===== config.mk =====
export PLATFORM = sky130hd
export DESIGN_NAME = light_sequencer_flat
export DESIGN_NICKNAME = d
export VERILOG_FILES = /design/src/rtl/light_sequencer_if.sv /design/src/rtl/light_sequencer.sv /design/src/flat_wrapper.sv
export SDC_FILE = /design/constraint.sdc
export NUM_CORES = 1
export LEC_CHECK = 0
export CAP_MARGIN = 5
export CORE_ASPECT_RATIO = 0.8
export CORE_UTILIZATION = 53
export CTS_CLUSTER_DIAMETER = 40
export CTS_CLUSTER_SIZE = 16
export DETAILED_ROUTE_END_ITERATION = 7
export PLACE_DENSITY = 0.85
export SLEW_MARGIN = 20
export SYNTH_ARGS = -nofsm -noshare
export SYNTH_HDL_FRONTEND = slang
export SYNTH_SLANG_ARGS = --single-unit

===== constraint.sdc =====
create_clock -name clk -period 3.9 [get_ports clk]
set_clock_uncertainty 0.1 [all_clocks]
set_input_delay 0.585 -clock clk [delete_from_list [all_inputs] [get_ports clk]]
set_output_delay 0.585 -clock clk [all_outputs]
set_load 0.02 [all_outputs]

===== src/rtl/light_sequencer_if.sv =====
// Timer handshake between the light sequencer (master) and the delay timer (slave).
// The master pulses trL/trS to request a delay; the timer answers with tL/tS.
interface light_sequencer_if;
  logic trL;
  logic trS;
  logic tL;
  logic tS;

  modport master (output trL, output trS, input tL, input tS);
  modport slave  (input trL, input trS, output tL, output tS);
endinterface


===== src/rtl/light_sequencer.sv =====
// Two-road junction sequencer: requests long/short delays from a paired timer,
// advances on its done pulses, and traps a silent timer into FAULT.
module light_sequencer #(
  parameter int TIMEOUT = 64,
  parameter int WD_W    = 8
) (
  input  logic              clk,
  input  logic              reset,
  input  logic              car_side,
  light_sequencer_if.master tmr,
  output logic [2:0]        main_light,
  output logic [2:0]        side_light,
  output logic              fault
);

  typedef enum logic [2:0] {
    MAIN_G, MAIN_Y, RED1, SIDE_G, SIDE_Y, RED2, FAULT
  } state_t;

  localparam logic [WD_W-1:0] WD_LIMIT = WD_W'(TIMEOUT);
  localparam logic [2:0] RED = 3'b100;
  localparam logic [2:0] YEL = 3'b010;
  localparam logic [2:0] GRN = 3'b001;

  state_t          r_state;
  logic            r_min_done;
  logic            r_side_req;
  logic            r_pending;
  logic            r_trL;
  logic            r_trS;
  logic            r_fault;
  logic [WD_W-1:0] r_wd;

  state_t w_next;
  logic   w_next_long;
  logic   w_await;
  logic   w_done_ok;

  // Successor of each timed state and the kind of delay it asks for on entry.
  always_comb begin
    w_next      = FAULT;
    w_next_long = 1'b0;
    case (r_state)
      MAIN_Y:  w_next = RED1;
      RED1: begin
        w_next      = SIDE_G;
        w_next_long = 1'b1;
      end
      SIDE_G:  w_next = SIDE_Y;
      SIDE_Y:  w_next = RED2;
      RED2: begin
        w_next      = MAIN_G;
        w_next_long = 1'b1;
      end
      default: w_next = FAULT;
    endcase
  end

  // A done is awaited only after a request is out; MAIN_G idles once min_done is set.
  assign w_await = !r_pending &&
                   ((r_state == MAIN_G && !r_min_done) ||
                    (r_state inside {MAIN_Y, RED1, SIDE_G, SIDE_Y, RED2}));
  assign w_done_ok = (r_state == MAIN_G || r_state == SIDE_G) ? tmr.tL : tmr.tS;

  always_ff @(posedge clk or posedge reset) begin
    if (reset) begin
      r_state    <= MAIN_G;
      r_min_done <= 1'b0;
      r_side_req <= 1'b0;
      r_pending  <= 1'b1;
      r_trL      <= 1'b0;
      r_trS      <= 1'b0;
      r_fault    <= 1'b0;
      r_wd       <= '0;
    end else begin
      r_trL <= 1'b0;
      r_trS <= 1'b0;
      if (car_side && r_state != SIDE_G)
        r_side_req <= 1'b1;

      if (r_pending) begin
        r_pending <= 1'b0;
        r_trL     <= 1'b1;
        r_wd      <= '0;
      end else if (w_await) begin
        if (w_done_ok) begin
          if (r_state == MAIN_G) begin
            r_min_done <= 1'b1;
          end else begin
            r_state <= w_next;
            r_trL   <= w_next_long;
            r_trS   <= !w_next_long;
            r_wd    <= '0;
            // Entry side effects override the sticky set above.
            if (w_next == SIDE_G)
              r_side_req <= 1'b0;
            if (w_next == MAIN_G)
              r_min_done <= 1'b0;
          end
        end else if (r_wd == WD_LIMIT) begin
          r_state <= FAULT;
          r_fault <= 1'b1;
        end else begin
          r_wd <= r_wd + WD_W'(1);
        end
      end else if (r_state == MAIN_G && r_min_done && r_side_req) begin
        r_state <= MAIN_Y;
        r_trS   <= 1'b1;
        r_wd    <= '0;
      end
    end
  end

  always_comb begin
    main_light = RED;
    side_light = RED;
    case (r_state)
      MAIN_G:  main_light = GRN;
      MAIN_Y:  main_light = YEL;
      SIDE_G:  side_light = GRN;
      SIDE_Y:  side_light = YEL;
      default: begin
        main_light = RED;
        side_light = RED;
      end
    endcase
  end

  assign tmr.trL = r_trL;
  assign tmr.trS = r_trS;
  assign fault   = r_fault;

endmodule


===== src/flat_wrapper.sv =====
// flat-port wrapper written by rule: the top's interface ports become plain ports
module light_sequencer_flat 
#(
  parameter int TIMEOUT = 64,
  parameter int WD_W    = 8
)
  (clk, reset, car_side, main_light, side_light, fault, tmr_trL, tmr_trS, tmr_tL, tmr_tS);
  light_sequencer_if tmr_i ();
  input  logic clk;
  input  logic reset;
  input  logic car_side;
  output logic [2:0] main_light;
  output logic [2:0] side_light;
  output logic fault;
  output wire logic [$bits(tmr_i.trL)-1:0] tmr_trL;
  output wire logic [$bits(tmr_i.trS)-1:0] tmr_trS;
  input wire logic [$bits(tmr_i.tL)-1:0] tmr_tL;
  input wire logic [$bits(tmr_i.tS)-1:0] tmr_tS;
  assign tmr_trL = tmr_i.trL;
  assign tmr_trS = tmr_i.trS;
  assign tmr_i.tL = tmr_tL;
  assign tmr_i.tS = tmr_tS;
  light_sequencer #(.TIMEOUT(TIMEOUT), .WD_W(WD_W)) u_core (.clk(clk), .reset(reset), .car_side(car_side), .tmr(tmr_i), .main_light(main_light), .side_light(side_light), .fault(fault));
endmodule

Word-level counts from Yosys, hierarchy flattened
Index checks and enable logic that the tools add are counted.
{"block": "op_classes", "n_eq_ne": 12, "n_bitwise": 2, "mux": 33, "shifts": 0, "order_cmp": 0, "div_mod_pow": 0, "n_reduce_logical": 21, "n_mul": 0, "n_addsub": 1}
{"operator": "$mux W8", "n": 6}
{"operator": "$mux W1", "n": 19}
{"operator": "$mux W3", "n": 5}
{"operator": "$pmux W3 S5", "n": 1}
{"operator": "$pmux W3 S2", "n": 2}
{"operator": "$reduce_and A4 Y1", "n": 3}
{"operator": "$eq A3 B2 Y1 const B", "n": 3}
{"operator": "$add A8 B1 Y8 const B", "n": 1}
{"operator": "$eq A8 B7 Y1 const B", "n": 1}
{"operator": "$ne A4 B3 Y1 const B", "n": 2}
{"operator": "$eq A3 B3 Y1 const B", "n": 2}
{"operator": "$logic_not A3 Y1", "n": 2}
{"operator": "$ne A3 B3 Y1 const B", "n": 2}
{"operator": "$logic_and A1 B1 Y1", "n": 5}
{"operator": "$reduce_bool A5 Y1", "n": 1}
{"operator": "$reduce_bool A2 Y1", "n": 2}
{"operator": "$eq A3 B1 Y1 const B", "n": 1}
{"operator": "$logic_not A1 Y1", "n": 3}
{"operator": "$ne A3 B2 Y1 const B", "n": 1}
{"operator": "$reduce_and A3 Y1", "n": 1}
{"operator": "$reduce_bool A3 Y1", "n": 1}
{"operator": "$logic_or A1 B1 Y1", "n": 2}
{"operator": "$not A1 Y1", "n": 2}
{"operator": "$reduce_or A2 Y1", "n": 1}
{"block": "totals", "n_memories": 0, "ram_bits": 0, "romBits": 0, "latchBits": 0, "wordCells": 77, "input_bits": 5, "regBits": 17, "output_inout_bits": 9}

Logic depth before layout (Yosys ltp)
Gate-level depths: netlist (run 1).
{"block": "logic_depth", "word_depth": 8, "ltp_mapped": 7, "depth_no_buf": 7}

Worst setup path before layout (run 1)
No wires, ideal clock.
{"block": "synth_timing", "path_type": "reg2out", "from": "register u_core.r_state[1]", "to": "output port side_light[2]", "arrival_ps": 1488, "required_ps": 3215, "path_stages_with_launch": 5, "path_slack_ps": 1727, "path_buffers": 2, "cell_sequence": "dfrtp_1 -> buf_6 -> clkbuf_1 -> nor3_1 -> nor2_1"}
{"block": "synth_via", "elab_chain_len": 2, "elab_cells_between_ends": 3, "classes_between": "eq/ne (2); mux (1)"}
{"element": "from (decl)", "line_no": "light_sequencer.sv:25", "source": "state_t r_state;"}
{"element": "from (signal assigned)", "line_no": "light_sequencer.sv:90", "source": "r_state <= w_next;"}
{"element": "$eq A3 B3 Y1 / $eq A3 B2 Y1 (equally long branches)", "line_no": "light_sequencer.sv:117", "source": "case (r_state)"}
{"element": "$pmux W3 S2 *", "line_no": "light_sequencer.sv:117"}
{"element": "to (decl)", "line_no": "flat_wrapper.sv:13", "source": "output logic [2:0] side_light;"}
Every way passes the cells marked *; elsewhere a longest branch is shown, timed or not.

Worst setup path after layout (run 1)
{"block": "layout_timing", "from": "register u_core.r_state[2]", "to": "output port side_light[1]"}
Same word-level chain as after synthesis.

==> results_dict.tcl, run 1 <==
set metrics [dict create \
    status "complete, no violations" \
    netlist.top_cell.by_area "sky130_fd_sc_hd__dfrtp_1" \
    time_the_final_worst_path_needs_with_i_o_delays_and_setup_ns 2.83 \
    endpoint_kind "primary output" \
    synth_cell_type_count 45 \
    synth_cells 129 \
    ys_warn_count 0 \
    layout.cells.non_filler 165 \
    antenna_cells_inserted 0 \
    worst_ep_arrival_time_ns 2.14 \
    layout.cells.most_common "sky130_fd_sc_hd__dfrtp_1" \
    power.leakage_uw 0.000564 \
    hold_buffers 0 \
    timing.final.max_slew_violations 0 \
    maxSlewHeadroom_pct 57.4 \
    fin_crit_sh_pct 72.5 \
    tritoncts "done" \
    cts_setup_buffers 0 \
    first_pass_grt_wire_length_mm 4.28 \
    startpoint_type "flip-flop" \
    dp.final_hpwl_mm 1.86 \
    cts_made_buffers 3 \
    ir_drop_mv 0.183 \
    die_w_um 54.1 \
    total_number_of_nets_in_the_final_design 149 \
    dp.cells 161 \
    wl_per_cell_um 15.3 \
    clock_path_buffers 2 \
    area_delta_synth_final_pct 13.7 \
    firstDrtPassIters 4 \
    die_area_um2 2360 \
    critical_path_buf_inv_count 2 \
    synth_sequential_area_ratio_pct 37.1 \
    layout.cells.most_common_list "sky130_fd_sc_hd__dfrtp_1, sky130_fd_sc_hd__clkdlybuf4s50_1, sky130_fd_sc_hd__nor2_1, sky130_fd_sc_hd__nand2_1" \
    grt_antenna_before_repair 0 \
    maxClockFrequency_ghz 0.354 \
    synth_enable_flop_cells 0 \
    drtAntennaViolNets 0 \
    initial_cell_density_of_the_core_pct 58.6 \
    finalSetupViolCount 0 \
    synth-seq-cells 17 \
    port-buffer-count 13 \
    main_combinational_cell_family_by_area_after_synthesis "simple AND/OR/NAND/NOR gates" \
    post_cts_resize_count 0 \
    synth_simple_gate_area_share_pct 25.7 \
    synth_top_area_share_pct 34.8 \
    power.density_cell_area_nw_per_um2 227 \
    synthFlopType "sky130_fd_sc_hd__dfrtp_1" \
    wl_mm 2.53 \
    drc 0 \
    asyncSetResetFlopFracSynth_pct 100 \
    synthesis.area_per_instance_um2 8.91 \
    post_synthesis_share_of_cell_area_spent_on_full_adders_half_adders_and_majority_gates_pct 2.18 \
    timing.critical_path.cells "inv_1 > nor3_1 > clkdlybuf4s50_1" \
    synth_compound_gate_area_share_pct 23.9 \
    synth-xor-area-share_pct 1.52 \
    final_hold_viol_count 0 \
    synth_area_leaders "sky130_fd_sc_hd__dfrtp_1, sky130_fd_sc_hd__nand2_1, sky130_fd_sc_hd__nor2_1, sky130_fd_sc_hd__mux2i_1, sky130_fd_sc_hd__a21oi_1" \
    criticalPathCategory "flip-flop to primary output" \
    cp_slowest_stage_delay_ns 0.68 \
    synth.mux.area_fraction_pct 4.46 \
    grt_overflow 0 \
    grt_max_degree 19 \
    first_global_vias 967 \
    ff2ff_setup_slack_ns 1.61 \
    cpLargestDelayFamily "buffers and inverters" \
    synth_fp_nets 136 \
    final.setup.tns_ns 0 \
    drive_gt1_share_pct 9.22 \
    crit_path_max_fanout 15 \
    timing_worst_slew_pin_value_ns 0.638 \
    critPathSlowestCell "sky130_fd_sc_hd__clkdlybuf4s50_1" \
    routabilityCongestion 0.866 \
    initialDrtViolationCount 47 \
    mappedNetlistArea_um2 1150 \
    cap_violations 0 \
    boundaryPins 14 \
    htreeDepth 1 \
    std_cell_rows 14 \
    clock_root_buffer "sky130_fd_sc_hd__clkbuf_4" \
    hold_path_class "flip-flop to flip-flop" \
    dieHeight_um 43.7 \
    detailroute.via_count 1066 \
    cp.required_ns 3.21 \
    path_clk_slew_ns 0.08 \
    detailed_route_vias_per_instance 6.46 \
    rsz0062_at_grt "false" \
    clk-insertion-delay-late_ns 0.30 \
    cts.sinks 17 \
    fp.coreArea_um2 1960 \
    global_route.usage.total_pct 25.5 \
]
==> logic make-up (layout without fill, tap and decap cells) <==
family	after synthesis	in the layout
AO/OA/AOI/OAI	35	35
XOR/XNOR	2	2
adder cells (fa/ha/maj)	2	2
buffers and inverters	12	24
flip-flops	17	17
multiplexers	5	5
other	1	1
AND/OR/NAND/NOR	55	55
==> cells in the mapped netlist, types with 2 or more instances <==
cell type                    n
sky130_fd_sc_hd__a311o_1     2
sky130_fd_sc_hd__nor4b_1     2
sky130_fd_sc_hd__and3_1      2
sky130_fd_sc_hd__clkbuf_1    2
sky130_fd_sc_hd__nor2_1     12
sky130_fd_sc_hd__ha_1        2
sky130_fd_sc_hd__a21oi_1     7
sky130_fd_sc_hd__nand3_1     7
sky130_fd_sc_hd__buf_2       2
sky130_fd_sc_hd__o2111ai_2   2
sky130_fd_sc_hd__mux2i_1     4
sky130_fd_sc_hd__o211ai_1    3
sky130_fd_sc_hd__inv_1       6
sky130_fd_sc_hd__xnor2_1     2
sky130_fd_sc_hd__nand2_1    12
sky130_fd_sc_hd__or3_1       3
sky130_fd_sc_hd__dfrtp_1    16
sky130_fd_sc_hd__a21o_1      3
sky130_fd_sc_hd__nor3_1      4
sky130_fd_sc_hd__and2_1      2
sky130_fd_sc_hd__nand2b_1    4
sky130_fd_sc_hd__o21ai_0     5
sky130_fd_sc_hd__a31oi_1     3
==> routing by layer <==
metal,global-route usage (%),vias up,wire length [um]
met1,34.1,507,1110
met5,0,-,0
li1,-,499,-
met4,8.21,0,11
met2,39.5,58,1200
met3,7.72,2,201
==> state kept, by name (all words and copies together), names as in the netlist <==
name,cells
u_core.fault,1
u_core.r_state,3
u_core.r_min_done,1
u_core.r_wd,8
u_core.r_side_req,1
u_core.tmr.trL,1
u_core.tmr.trS,1
u_core.r_pending,1
==> where the power goes <==
| part | total, uW | leakage [uW] | internal (uW) | switching (uW) |
|---|---|---|---|---|
| registers | 180 | 0.000211 | 178 | 1.85 |
| logic | 23.4 | 0.000338 | 8.61 | 14.8 |
| clock network | 93.9 | 0.0000150 | 39.8 | 54.0 |
| total | 297 | 0.000564 | 226 | 70.7 |
==> worst paths after layout <==
check                           cells past startpoint              to               from
worst max register to register                      5  u_core.r_wd[7]  u_core.r_state[2]
worst min register to register                      1    u_core.fault       u_core.fault
min in group asynchronous                           2  u_core.r_wd[1]              reset
max in group asynchronous                           2  u_core.r_wd[5]              reset
worst max-delay path                                3   side_light[1]  u_core.r_state[2]
worst min-delay path                                1    u_core.fault       u_core.fault
==> per-stage QoR <==
stage	setup WS (ns)	util (%)	total power [uW]	instance area [um^2]	hold slack, ns
floorplan	1.73	-	197	1150	0.407
detailed placement	1.42	65.3	206	1280	0.373
finish	1.07	66.6	297	1310	0.401
global route	0.931	66.6	310	1310	0.420
CTS	1.10	66.6	301	1310	0.405
global placement	1.49	65.3	206	1280	0.384
==> final cells by class <==
cell class	count	area, um^2
clock buffers	4	26.3
fillers	154	654
inverters	7	26.3
multi-input cells	100	668
flip-flops and latches	17	427
well taps	24	30.0
repair buffers	13	130
(Power assumes the default switching activity.)
==> run 2, diff against run 1 <==
--- a/config.mk
+++ b/config.mk
@@ -7,11 +7,11 @@
 export LEC_CHECK = 0
 export CAP_MARGIN = 5
 export CORE_ASPECT_RATIO = 0.8
-export CORE_UTILIZATION = 53
+export CORE_UTILIZATION = 49
 export CTS_CLUSTER_DIAMETER = 40
 export CTS_CLUSTER_SIZE = 16
 export DETAILED_ROUTE_END_ITERATION = 7
-export PLACE_DENSITY = 0.85
+export PLACE_DENSITY = 0.83
 export SLEW_MARGIN = 20
 export SYNTH_ARGS = -nofsm -noshare
 export SYNTH_HDL_FRONTEND = slang
==> constraint.sdc (replaced) <==
create_clock -name clk -period 2.6 [get_ports clk]
set_clock_uncertainty 0.1 [all_clocks]
set_input_delay 0.39 -clock clk [delete_from_list [all_inputs] [get_ports clk]]
set_output_delay 0.39 -clock clk [all_outputs]
set_load 0.02 [all_outputs]
==> results_dict.tcl, run 2 (synthesized netlist as in run 1, its figures left out) <==
set metrics [dict create \
    initialDrtViolationCount 54 \
    cts_setup_buffers 0 \
    fp.coreArea_um2 2180 \
    detailed_route_vias_per_instance 6.41 \
    dieHeight_um 45.3 \
    clock_root_buffer "sky130_fd_sc_hd__clkbuf_4" \
    tritoncts "done" \
    timing.critical_path.cells "inv_1 > nor3_1 > clkdlybuf4s50_1" \
    cap_violations 0 \
    first_global_vias 974 \
    worst_ep_arrival_time_ns 1.97 \
    power.leakage_uw 0.000563 \
    cp_slowest_stage_delay_ns 0.67 \
    wl_per_cell_um 15.8 \
    firstDrtPassIters 4 \
    startpoint_type "flip-flop" \
    first_pass_grt_wire_length_mm 4.43 \
    criticalPathCategory "flip-flop to primary output" \
    global_route.usage.total_pct 22.9 \
    die_area_um2 2550 \
    final_hold_viol_count 0 \
    layout_top_registers "u_core.r_wd: 8 flops, u_core.r_state: 3 flops" \
    critPathSlowestCell "sky130_fd_sc_hd__clkdlybuf4s50_1" \
    wl_mm 2.63 \
    initial_cell_density_of_the_core_pct 52.8 \
    cts.sinks 17 \
    finalSetupViolCount 0 \
    status "complete, no violations" \
    clock_path_buffers 2 \
    flip_flop_count_of_the_largest_register_after_layout 8 \
    path_clk_slew_ns 0.09 \
    drc 0 \
    drtAntennaViolNets 0 \
    endpoint_kind "primary output" \
    power.internal_uw 339 \
    switching_power_uw 104 \
    fin_crit_sh_pct 94.6 \
    clk-insertion-delay-late_ns 0.29 \
    rsz0062_at_grt "false" \
    grt_overflow 0 \
    hold_path_class "input pin to async pin" \
    drive_gt1_share_pct 11.3 \
    crit_path_max_fanout 15 \
    cts_made_buffers 3 \
    die_w_um 56.2 \
    layout.cells.most_common_list "sky130_fd_sc_hd__clkdlybuf4s50_1, sky130_fd_sc_hd__dfrtp_1, sky130_fd_sc_hd__nor2_1, sky130_fd_sc_hd__nand2_1" \
    htreeDepth 1 \
    finalPower_uw 443 \
    timing.final.max_slew_violations 0 \
    power.density_cell_area_nw_per_um2 338 \
    boundaryPins 14 \
    final.setup.tns_ns 0 \
    detailroute.via_count 1064 \
    power_switching_share_pct 23.5 \
    cp.required_ns 2.11 \
    part_of_the_power_in_registers_pct 60.7 \
    combPwrFrac_pct 8.0 \
    antenna_cells_inserted 0 \
    ir_drop_mv 0.319 \
    power.share.clock_pct 31.3 \
    total_number_of_nets_in_the_final_design 149 \
    grt_max_degree 19 \
    area_delta_synth_final_pct 14.1 \
    std_cell_rows 15 \
    port-buffer-count 13 \
    routabilityCongestion 0.937 \
    dp.final_hpwl_mm 1.95 \
    hold_buffers 0 \
    largest_reg_by_ff_count "u_core.r_wd" \
    maxSlewHeadroom_pct 59.0 \
    final_worst_hold_slack_ns 0.366 \
    time_the_final_worst_path_needs_with_i_o_delays_and_setup_ns 2.46 \
    grt_antenna_before_repair 0 \
    timing_worst_slew_pin_value_ns 0.615 \
    maxClockFrequency_ghz 0.407 \
]
-- run 2: cell counts in the layout (fill, tap and decap cells not counted) --
No cell type changed its count.
-- run 2: power by group through the flow --
stage / combinational [uW] / sequential [uW] / clock [uW]
floorplan: 22.1 / 273 / 0
global placement: 34.8 / 274 / 0
detailed placement: 35.4 / 274 / 0
CTS: 35.6 / 269 / 143
global route: 39.6 / 269 / 156
finish: 35.4 / 269 / 139
-- run 2: cell type report --
type                       instances  area (um^2)
fill                             185          865
multi-input combinational        100          668
sequential                        17          430
timing repair buffer              13          130
tap                               25         31.3
clock buffer                       4         26.3
inverter                           7         26.3
-- run 2: final timing paths --
| check | startpoint | endpoint | slack (ns) | depth (start not counted) |
|---|---|---|---|---|
| worst max-delay path | u_core.r_state[2] | side_light[1] | 0.14 | 3 |
| worst min-delay path | reset | u_core.r_wd[3] | 0.37 | 2 |
| worst max register to register | u_core.r_state[2] | u_core.r_wd[6] | 0.40 | 5 |
| worst min register to register | u_core.fault | u_core.fault | 0.39 | 1 |
| max in group asynchronous | reset | u_core.r_state[0] | 1.60 | 2 |
| min in group clk | u_core.fault | u_core.fault | 0.39 | 1 |
-- run 2: critical path, delay by kind of cell (launching register included) --
| kind | cells | cell delay [ns] |
|---|---|---|
| flops | 1 | 0.53 |
| buf+inv | 2 | 0.82 |
| simple gates | 1 | 0.34 |
-- run 2: what timing repair did --
action,in CTS,in global routing
endpoints found under the setup margin,1,3
pin swaps,0,0
gates resized for setup,1,2
-- run 2: stage by stage --
stage / setup slack, ns / util [%] / instance area [um^2] / instances
final: 0.141 / 60.3 / 1310 / 166
after global routing: 0.0229 / 60.3 / 1310 / 166
after CTS: 0.0974 / 60.2 / 1310 / 166
after detailed placement: 0.332 / 58.9 / 1280 / 162
after global placement: 0.406 / 58.9 / 1280 / 162
after floorplan: 0.593 / - / 1150 / 129
-- run 2: layer usage --
layer	track usage [%]	up-vias	share of wire, %
met1	29.3	502	42
li1	-	492	-
met5	0	-	0
met4	7.32	0	2.0
met3	6.59	10	8.3
met2	38.3	60	47
==> run 3, diff against run 2 <==
--- a/config.mk
+++ b/config.mk
@@ -9,7 +9,7 @@
 export CORE_ASPECT_RATIO = 0.8
 export CORE_UTILIZATION = 49
 export CTS_CLUSTER_DIAMETER = 40
-export CTS_CLUSTER_SIZE = 16
+export CTS_CLUSTER_SIZE = 14
 export DETAILED_ROUTE_END_ITERATION = 7
 export PLACE_DENSITY = 0.83
 export SLEW_MARGIN = 20
==> constraint.sdc (replaced) <==
create_clock -name clk -period 2 [get_ports clk]
set_clock_uncertainty 0.1 [all_clocks]
set_input_delay 0.3 -clock clk [delete_from_list [all_inputs] [get_ports clk]]
set_output_delay 0.3 -clock clk [all_outputs]
set_load 0.02 [all_outputs]
==> results_dict.tcl, run 3 (synthesized netlist as in run 1, its figures left out) <==
set metrics [dict create \
    fin_ws_ns -0.0139 \
    finish.utilization_pct 71.7 \
    detailed_place.area_um2 1440 \
    hold_path_class "input pin to async pin" \
    failing_checks "setup timing" \
    first_pass_grt_wire_length_mm 5.18 \
    r2r.worst_path.cells 5 \
    cts.sinks 17 \
    routabilityCongestion 0.903 \
    cap_violations 0 \
    dieHeight_um 45.3 \
    dp.final_hpwl_mm 2.30 \
    fin_crit_sh_pct 101 \
    firstDrtPassIters 4 \
    maxClockFrequency_ghz 0.497 \
    grt_overflow 0 \
    std_cell_rows 15 \
    timing.final.max_slew_violations 0 \
    status "finished with violations" \
    die_area_um2 2550 \
    total_number_of_nets_in_the_final_design 174 \
    dp.cells 183 \
    drc 0 \
    layout.cell_area.non_filler_um2 1560 \
    finalSetupViolCount 2 \
    layout.cells.non_filler 191 \
    clk-insertion-delay-late_ns 0.30 \
    flip_flop_count_of_the_largest_register_after_layout 8 \
    detailroute.via_count 1195 \
    path_clk_slew_ns 0.10 \
    boundaryPins 14 \
    timing_worst_slew_pin_value_ns 0.623 \
    htreeDepth 1 \
    cp-startpoint "u_core.r_state[1]" \
    ir_drop_mv 0.385 \
    die_w_um 56.2 \
    worst_ep_arrival_time_ns 2.15 \
    cp.required_ns 2.13 \
    time_the_final_worst_path_needs_with_i_o_delays_and_setup_ns 2.01 \
    layout.cells.most_common_list "sky130_fd_sc_hd__buf_4, sky130_fd_sc_hd__dfrtp_1, sky130_fd_sc_hd__nand2_1, sky130_fd_sc_hd__nor2_1" \
    grt_antenna_before_repair 0 \
    fp.coreArea_um2 2180 \
    initial_cell_density_of_the_core_pct 52.8 \
    power.density_cell_area_nw_per_um2 383 \
    global_route.usage.total_pct 27.2 \
    layout_top_registers "u_core.r_wd: 8 flops, u_core.r_state: 3 flops" \
    final_worst_hold_slack_ns 0.261 \
    clock_path_buffers 2 \
    ff2ff_setup_slack_ns -0.01 \
    startpoint_type "flip-flop" \
    largest_reg_by_ff_count "u_core.r_wd" \
    detailed_route_vias_per_instance 6.26 \
    first_global_vias 1144 \
    rsz0062_at_grt "true" \
    criticalPathCategory "flip-flop to flip-flop" \
    drive_gt1_share_pct 31.3 \
    cts_made_buffers 3 \
    wl_mm 3.39 \
    hold_buffers 0 \
    layout.cells.most_common "sky130_fd_sc_hd__buf_4" \
    grt_max_degree 18 \
    power.leakage_uw 0.000702 \
    crit_path_max_fanout 5 \
    port-buffer-count 13 \
    critical_path.reg2reg.endpoint "u_core.r_wd[7]" \
    clock_root_buffer "sky130_fd_sc_hd__clkbuf_4" \
    final_hold_viol_count 0 \
    timing.rr.start "u_core.r_state[1]" \
    initialDrtViolationCount 78 \
    tritoncts "done" \
    maxSlewHeadroom_pct 58.4 \
    antenna_cells_inserted 0 \
    area_delta_synth_final_pct 35.8 \
    endpoint_kind "flip-flop" \
    drtAntennaViolNets 0 \
    wl_per_cell_um 17.7 \
]
==> run 3: area by class of cell <==
type | count | area, um^2
Timing Repair Buffer | 38 | 303
Fill cell | 162 | 616
Sequential cell | 17 | 428
Clock buffer | 4 | 26.3
Tap cell | 25 | 31.3
Inverter | 7 | 26.3
Multi-Input combinational cell | 100 | 747
==> run 3: report_power, final <==
part	switching [uW]	internal (uW)
sequential	0.823	346
combinational	37.4	27.8
clock	108	78.0
total	146	452
==> run 3: routing by layer <==
metal / share of wire [%] / wire (um) / GRT usage (%)
met1: 43 / 1440 / 31.7
met2: 48 / 1630 / 49.5
met3: 6.4 / 216 / 7.16
met4: 2.7 / 91 / 9.76
met5: 0 / 0 / 0
==> run 3: worst max-delay path by stage <==
stage | endpoint | cells after the start
2_1_floorplan | u_core.r_wd[3] | 6
3_3_place_gp | u_core.r_wd[3] | 5
3_5_place_dp | u_core.r_wd[2] | 7
4_1_cts | u_core.r_wd[7] | 5
5_1_grt | u_core.r_wd[7] | 5
6_report | u_core.r_wd[7] | 5
==> run 3: metrics by stage <==
step                total power [uW]  TNS (ns)  worst slack (ns)
finish                           599   -0.0227           -0.0139
floorplan                        383   -0.0139          -0.00697
CTS                              599   -0.0905           -0.0450
detailed placement               411    -0.317           -0.0818
global route                     617    -0.262           -0.0656
global placement                 411   -0.0113          -0.00925
==> run 3: critical path, cell delays in order, from the launching register on <==
cell and delay, ns:
sky130_fd_sc_hd__dfrtp_2 0.45, sky130_fd_sc_hd__or4b_4 0.50, sky130_fd_sc_hd__or3_4 0.34, sky130_fd_sc_hd__and2_4 0.18, sky130_fd_sc_hd__o2111ai_2 0.17, sky130_fd_sc_hd__mux2i_1 0.21
==> run 3: timing repair <==
| action | in CTS | in global routing |
|---|---|---|
| gates resized for setup | 15 | 12 |
| setup buffers | 4 | 0 |
| pin swaps | 3 | 3 |
| setup endpoints to repair | 13 | 16 |
==> RTL edit 1: new RTL, settings of run 3 <==
`WD_W` is set to 8 in 2 places; all go to 12.
--- a/src/rtl/light_sequencer.sv
+++ b/src/rtl/light_sequencer.sv
@@ -2,7 +2,7 @@
 // advances on its done pulses, and traps a silent timer into FAULT.
 module light_sequencer #(
   parameter int TIMEOUT = 64,
-  parameter int WD_W    = 8
+  parameter int WD_W    = 12
 ) (
   input  logic              clk,
   input  logic              reset,
--- a/src/flat_wrapper.sv
+++ b/src/flat_wrapper.sv
@@ -2,7 +2,7 @@
 module light_sequencer_flat 
 #(
   parameter int TIMEOUT = 64,
-  parameter int WD_W    = 8
+  parameter int WD_W    = 12
 )
   (clk, reset, car_side, main_light, side_light, fault, tmr_trL, tmr_trS, tmr_tL, tmr_tS);
   light_sequencer_if tmr_i ();
Formal check against the unedited RTL: same outputs for any inputs over 10 cycles, from zero or initial values and one cycle with reset high; that may be too few to reach the edited logic, so the function may still have changed.
==> RTL edit 1 against run 3 <==
- the run still ends with setup timing left
- cell area rose by 19%
- synthesized area rose by 23%
- global-route usage rose by 1.9 points
- routed wire length rose by 23%
- worst setup slack got worse by 0.083 ns
- worst hold slack got worse by 0.15 ns
- sequential cell count rose by 4
- via count rose by 25%
- highest routed layer unchanged
Power is left out: it rests on default switching activity, and per cell area and clock period it moved more than threefold.
==> RTL edit 1: results (changes against run 3) <==
Outcome
  • Status: finished, violations left (unchanged)
  • Failing checks: setup timing (unchanged)

Final layout
  • Nets@finish: 203 (was 174)
  • Diodes inserted: 0 (unchanged)
  • Fillers: 213 (was 162)
  • Top Registers: u_core.r_wd (12), u_core.r_state (3) (was u_core.r_wd (8), u_core.r_state (3))
  • Proportion of layout cells with a drive suffix above 1: 28.9% (was 31.3%)
  • Sequential cell area: 531 um^2 (was 428 um^2)

Synth
  • Cell variety after synth: 46 (was 45)
  • Top cells by count, synth: 20 x dfrtp_1, 12 x nand3_1, 10 x inv_1 (was 16 x dfrtp_1, 12 x nand2_1, 12 x nor2_1)
  • Compound-Gate Fraction of Synth Area: 25.1% (was 23.9%)
  • Sequential fraction of the synthesis area: 37.4% (was 37.1%)
  • Avg Cell Area, Syn: 9.28 um^2 (was 8.91 um^2)
  • Multiplexer area fraction after synthesis: 2.48% (was 4.46%)
  • Post-Synth Adder-Cell Area: 2.66% (was 2.18%)
  • XOR/XNOR Fraction of Synth Area: 1.24% (was 1.52%)
  • Mapped Nets: 160 (was 136)
  • Synth top area cells: dfrtp_1 35%, nand3_1 4.3%, a221o_1 3.5%, a31oi_1 3.5%, and4_1 3.1% (was dfrtp_1 35%, nand2_1 3.9%, nor2_1 3.9%, mux2i_1 3.5%, a21oi_1 3.0%)

Clock network
  • Max H-tree Level: 1 (unchanged)
  • CTS Buffer Depth: 2 (unchanged)
  • CTS buffer count: 3 (unchanged)
  • Clk pin slew, worst setup/hold paths: 0.12 ns (was 0.10 ns)

Global route
  • Largest net degree at the start of global routing: 13 (was 18)
  • GRT Total Usage: 29.1% (was 27.2%)
  • First-pass GRT wire length: 6560 um (was 5180 um)
  • Vias in the first global route: 1431 (was 1144)

STA
  • Hold Worst Slack: 0.107 ns (was 0.261 ns)
  • Final WS setup: -0.0973 ns (was -0.0139 ns)
  • Final Max Slew Viols: 0 (unchanged)
  • Final total negative setup slack: -0.0973 ns (was -0.0227 ns)
  • Final setup viols: 1 (was 2)

Placement
  • DP HPWL: 2810 um (was 2300 um)
  • Placed instance count: 214 (was 183)
  • Placed cell area: 1690 um^2 (was 1440 um^2)
  • GPL Wtd Cong: 0.977 (was 0.903)
  • Port bufs: 13 (unchanged)
  • DP Worst Slack: -0.224 ns (was -0.0818 ns)

Critical path
  • Worst reg-to-reg path cell count: 6 (was 5)
  • Worst r2r src: u_core.r_state[0] (was u_core.r_state[1])
  • CP max FO: 10 (was 5)
  • CP Data Arrival Time: 2.25 ns (was 2.15 ns)
  • Worst r2r dst: u_core.r_wd[1] (was u_core.r_wd[7])

Route
  • Vias per Instance: 6.44 (was 6.26)
  • DR iter-0 viols: 255 (was 78)
  • DRT Pass-1 Iters: 5 (was 4)
  • Final wirelength: 4170 um (was 3390 um)
  • Vias after detailed routing: 1493 (was 1195)
## RTL edit 1: cell type report
class                           instances  area share [%]
Clock buffer                            3            1.21
Tap cell                               38            2.55
Timing Repair Buffer                   47            20.9
Clock inverter                          1           0.268
Multi-Input combinational cell        112            44.6
Inverter                               10            2.01
Sequential cell                        21            28.4
## RTL edit 1: timing repair
item	in CTS	in global routing
pin swaps	2	10
setup endpoints to repair	11	21
resized for setup	14	16
setup buffers	8	7
## RTL edit 1: worst max path at each step
stage	endpoint	startpoint	cells past startpoint	slack, ns
floorplan	u_core.r_state[2]	u_core.r_min_done	4	0.15
global placement	u_core.r_state[2]	tmr_tL	5	-0.16
detailed placement	u_core.r_wd[1]	tmr_tL	6	-0.22
CTS	u_core.r_min_done	u_core.r_state[1]	6	0.001
global route	u_core.r_wd[1]	u_core.r_state[0]	6	-0.24
finish	u_core.r_wd[1]	u_core.r_state[0]	6	-0.1
## RTL edit 1: critical path: stages (launching register included)
cell     delay [ns]
dfrtp_2        0.47
buf_6          0.15
a21o_1         0.18
a221o_1        0.38
buf_6          0.17
nor4_1         0.37
a221o_1        0.21
## RTL edit 1: routing by layer
metal	part of all wire [%]	vias to the layer above	GRT usage [%]
li1	-	674	-
met1	42	707	37.7
met2	46	94	45.9
met3	7.9	18	7.09
met4	3.5	0	10.7
met5	0	-	0
## RTL edit 1: logic make-up after synthesis
family,Yosys count
XOR/XNOR,2
other,1
multiplexers,3
adder cells (fa/ha/maj),3
AND/OR/NAND/NOR,60
flip-flops,21
buffers and inverters,19
AO/OA/AOI/OAI,43
==> RTL edit 2: new RTL, config.mk and constraints of run 3 <==
Made on the original files. Reset style: synchronous (`reset`), changed in one clocked block.
--- a/src/rtl/light_sequencer.sv
+++ b/src/rtl/light_sequencer.sv
@@ -62,7 +62,7 @@
                     (r_state inside {MAIN_Y, RED1, SIDE_G, SIDE_Y, RED2}));
   assign w_done_ok = (r_state == MAIN_G || r_state == SIDE_G) ? tmr.tL : tmr.tS;
 
-  always_ff @(posedge clk or posedge reset) begin
+  always_ff @(posedge clk) begin
     if (reset) begin
       r_state    <= MAIN_G;
       r_min_done <= 1'b0;
Formal check against the unedited RTL: differs if reset is asserted again (counterexample within 4 cycles, from zero or initial values and one cycle with reset high); with reset held inactive, the same outputs for 10 cycles.
==> RTL edit 2 against run 3 <==
- first-iteration DRC count shrank 19%
- cell area shrank 7.6%
- synthesized area shrank 6.2%
- via count shrank 8.0%
- worst setup slack gained 0.070 ns
- routed wire length shrank 13%
- sequential cell count is the same
- count of clock-buffer cells in the layout shrank 1
Power is not compared: it rests on default switching activity, and its combinational part moved more than twofold at a synthesized area within 25%.
==> RTL edit 2: results (changes against run 3) <==
Hold path
  • Hold crit path type: register to register (was input port to async pin)

STA
  • Relative slew slack: 71.0% (was 58.4%)
  • Hold Worst Slack: 0.381 ns (was 0.261 ns)

Global route
  • Vias in the first global route: 1041 (was 1144)
  • GRT Total Usage: 28.7% (was 27.2%)
  • Largest net degree at the start of global routing: 15 (was 18)

Synth
  • Asr flop ratio synth: 0% (was 100%)
  • XOR/XNOR Fraction of Synth Area: 2.44% (was 1.52%)
  • Sequential fraction of the synthesis area: 31.6% (was 37.1%)
  • Multiplexer area fraction after synthesis: 1.39% (was 4.46%)
  • Top cells by count, synth: 17 x dfxtp_1, 11 x nor2_1, 10 x nand2_1 (was 16 x dfrtp_1, 12 x nand2_1, 12 x nor2_1)
  • Compound-Gate Fraction of Synth Area: 27.4% (was 23.9%)
  • Mapped Nets: 130 (was 136)

Route
  • Vias after detailed routing: 1099 (was 1195)
  • DR iter-0 viols: 63 (was 78)

Critical path
  • Worst reg-to-reg path cell count: 6 (was 5)
  • Highest-delay cell along the critical path: dfxtp_2 (was or4b_4)
  • R2R setup slack: 0.06 ns (was -0.01 ns)
  • CP Data Arrival Time: 1.54 ns (was 2.15 ns)
  • Worst r2r src: u_core.r_state[1] (unchanged)
  • CP max FO: 14 (was 5)
  • Worst r2r dst: u_core.r_wd[3] (was u_core.r_wd[7])

Placement
  • GPL Wtd Cong: 0.922 (was 0.903)
  • DP Worst Slack: -0.213 ns (was -0.0818 ns)
  • Placed cell area: 1400 um^2 (was 1440 um^2)

Clock network
  • Post-CTS setup buffers: 0 (was 4)

Final layout
  • Nets@finish: 165 (was 174)
  • Proportion of layout cells with a drive suffix above 1: 28.7% (was 31.3%)

Outcome
  • Status: complete, no violations (was finished, violations left)
-- RTL edit 2: cell count changes in the layout (fill, tap and decap cells not counted), sizes merged, moves of 4 or more --
cell   before  now
o22ai       1    5
dfrtp      16    0
mux2i       4    0
dfxtp       0   17
-- RTL edit 2: cell families (layout without fill, tap and decap cells) --
logic type / count (synthesis) / after routing
AO/OA/AOI/OAI: 34 / 34
XOR/XNOR: 3 / 3
adder cells (fa/ha/maj): 2 / 2
buffers and inverters: 15 / 49
flip-flops: 17 / 17
multiplexers: 1 / 1
AND/OR/NAND/NOR: 51 / 51
-- RTL edit 2: timing repair --
item,CTS,global route
gates resized for setup,10,3
endpoints found under the setup margin,8,3
pin swaps,0,2
-- RTL edit 2: per-layer routing --
layer / share of wire (%) / vias up / GRT usage, %
met2: 45 / 50 / 42.9
met1: 46 / 523 / 41.1
met5: 0 / - / 0
li1: - / 524 / -
met4: 0.44 / 0 / 6.15
met3: 8.6 / 2 / 7.72
-- RTL edit 2: power groups by stage --
stage,logic [mW],clock network (mW),registers (mW)
2_1_floorplan,0.281,0,0.385
3_3_place_gp,0.439,0,0.396
3_5_place_dp,0.456,0,0.400
4_1_cts,0.445,0.206,0.394
5_1_grt,0.488,0.221,0.399
6_report,0.456,0.196,0.395
-- RTL edit 2: how the worst max path moves through the flow --
stage                                 start           endpoint  slack, ns  depth (start not counted)
after floorplan           u_core.r_state[2]     u_core.r_wd[3]       0.10                          7
after global placement               tmr_tL     u_core.r_wd[3]      -0.15                          6
after detailed placement             tmr_tL  u_core.r_state[1]      -0.21                          6
after CTS                 u_core.r_state[1]     u_core.r_wd[3]       0.01                          6
after global routing      u_core.r_state[1]     u_core.r_wd[3]      0.002                          6
final                     u_core.r_state[2]      main_light[1]       0.06                          4
-- RTL edit 2: metrics by stage --
stage                     instances  util [%]
after CTS                       181      72.2
final                           181      72.9
after detailed placement        177      70.8
after floorplan                 123         -
after global placement          177      70.8
after global routing            181      72.9
-- RTL edit 2: layout make-up --
| type | instances | area (um^2) |
|---|---|---|
| clock buffer | 3 | 22.5 |
| clock inverter | 1 | 7.51 |
| fill | 147 | 537 |
| inverter | 9 | 33.8 |
| multi-input combinational | 91 | 681 |
| sequential | 17 | 347 |
| tap | 24 | 30.0 |
| timing repair buffer | 36 | 322 |
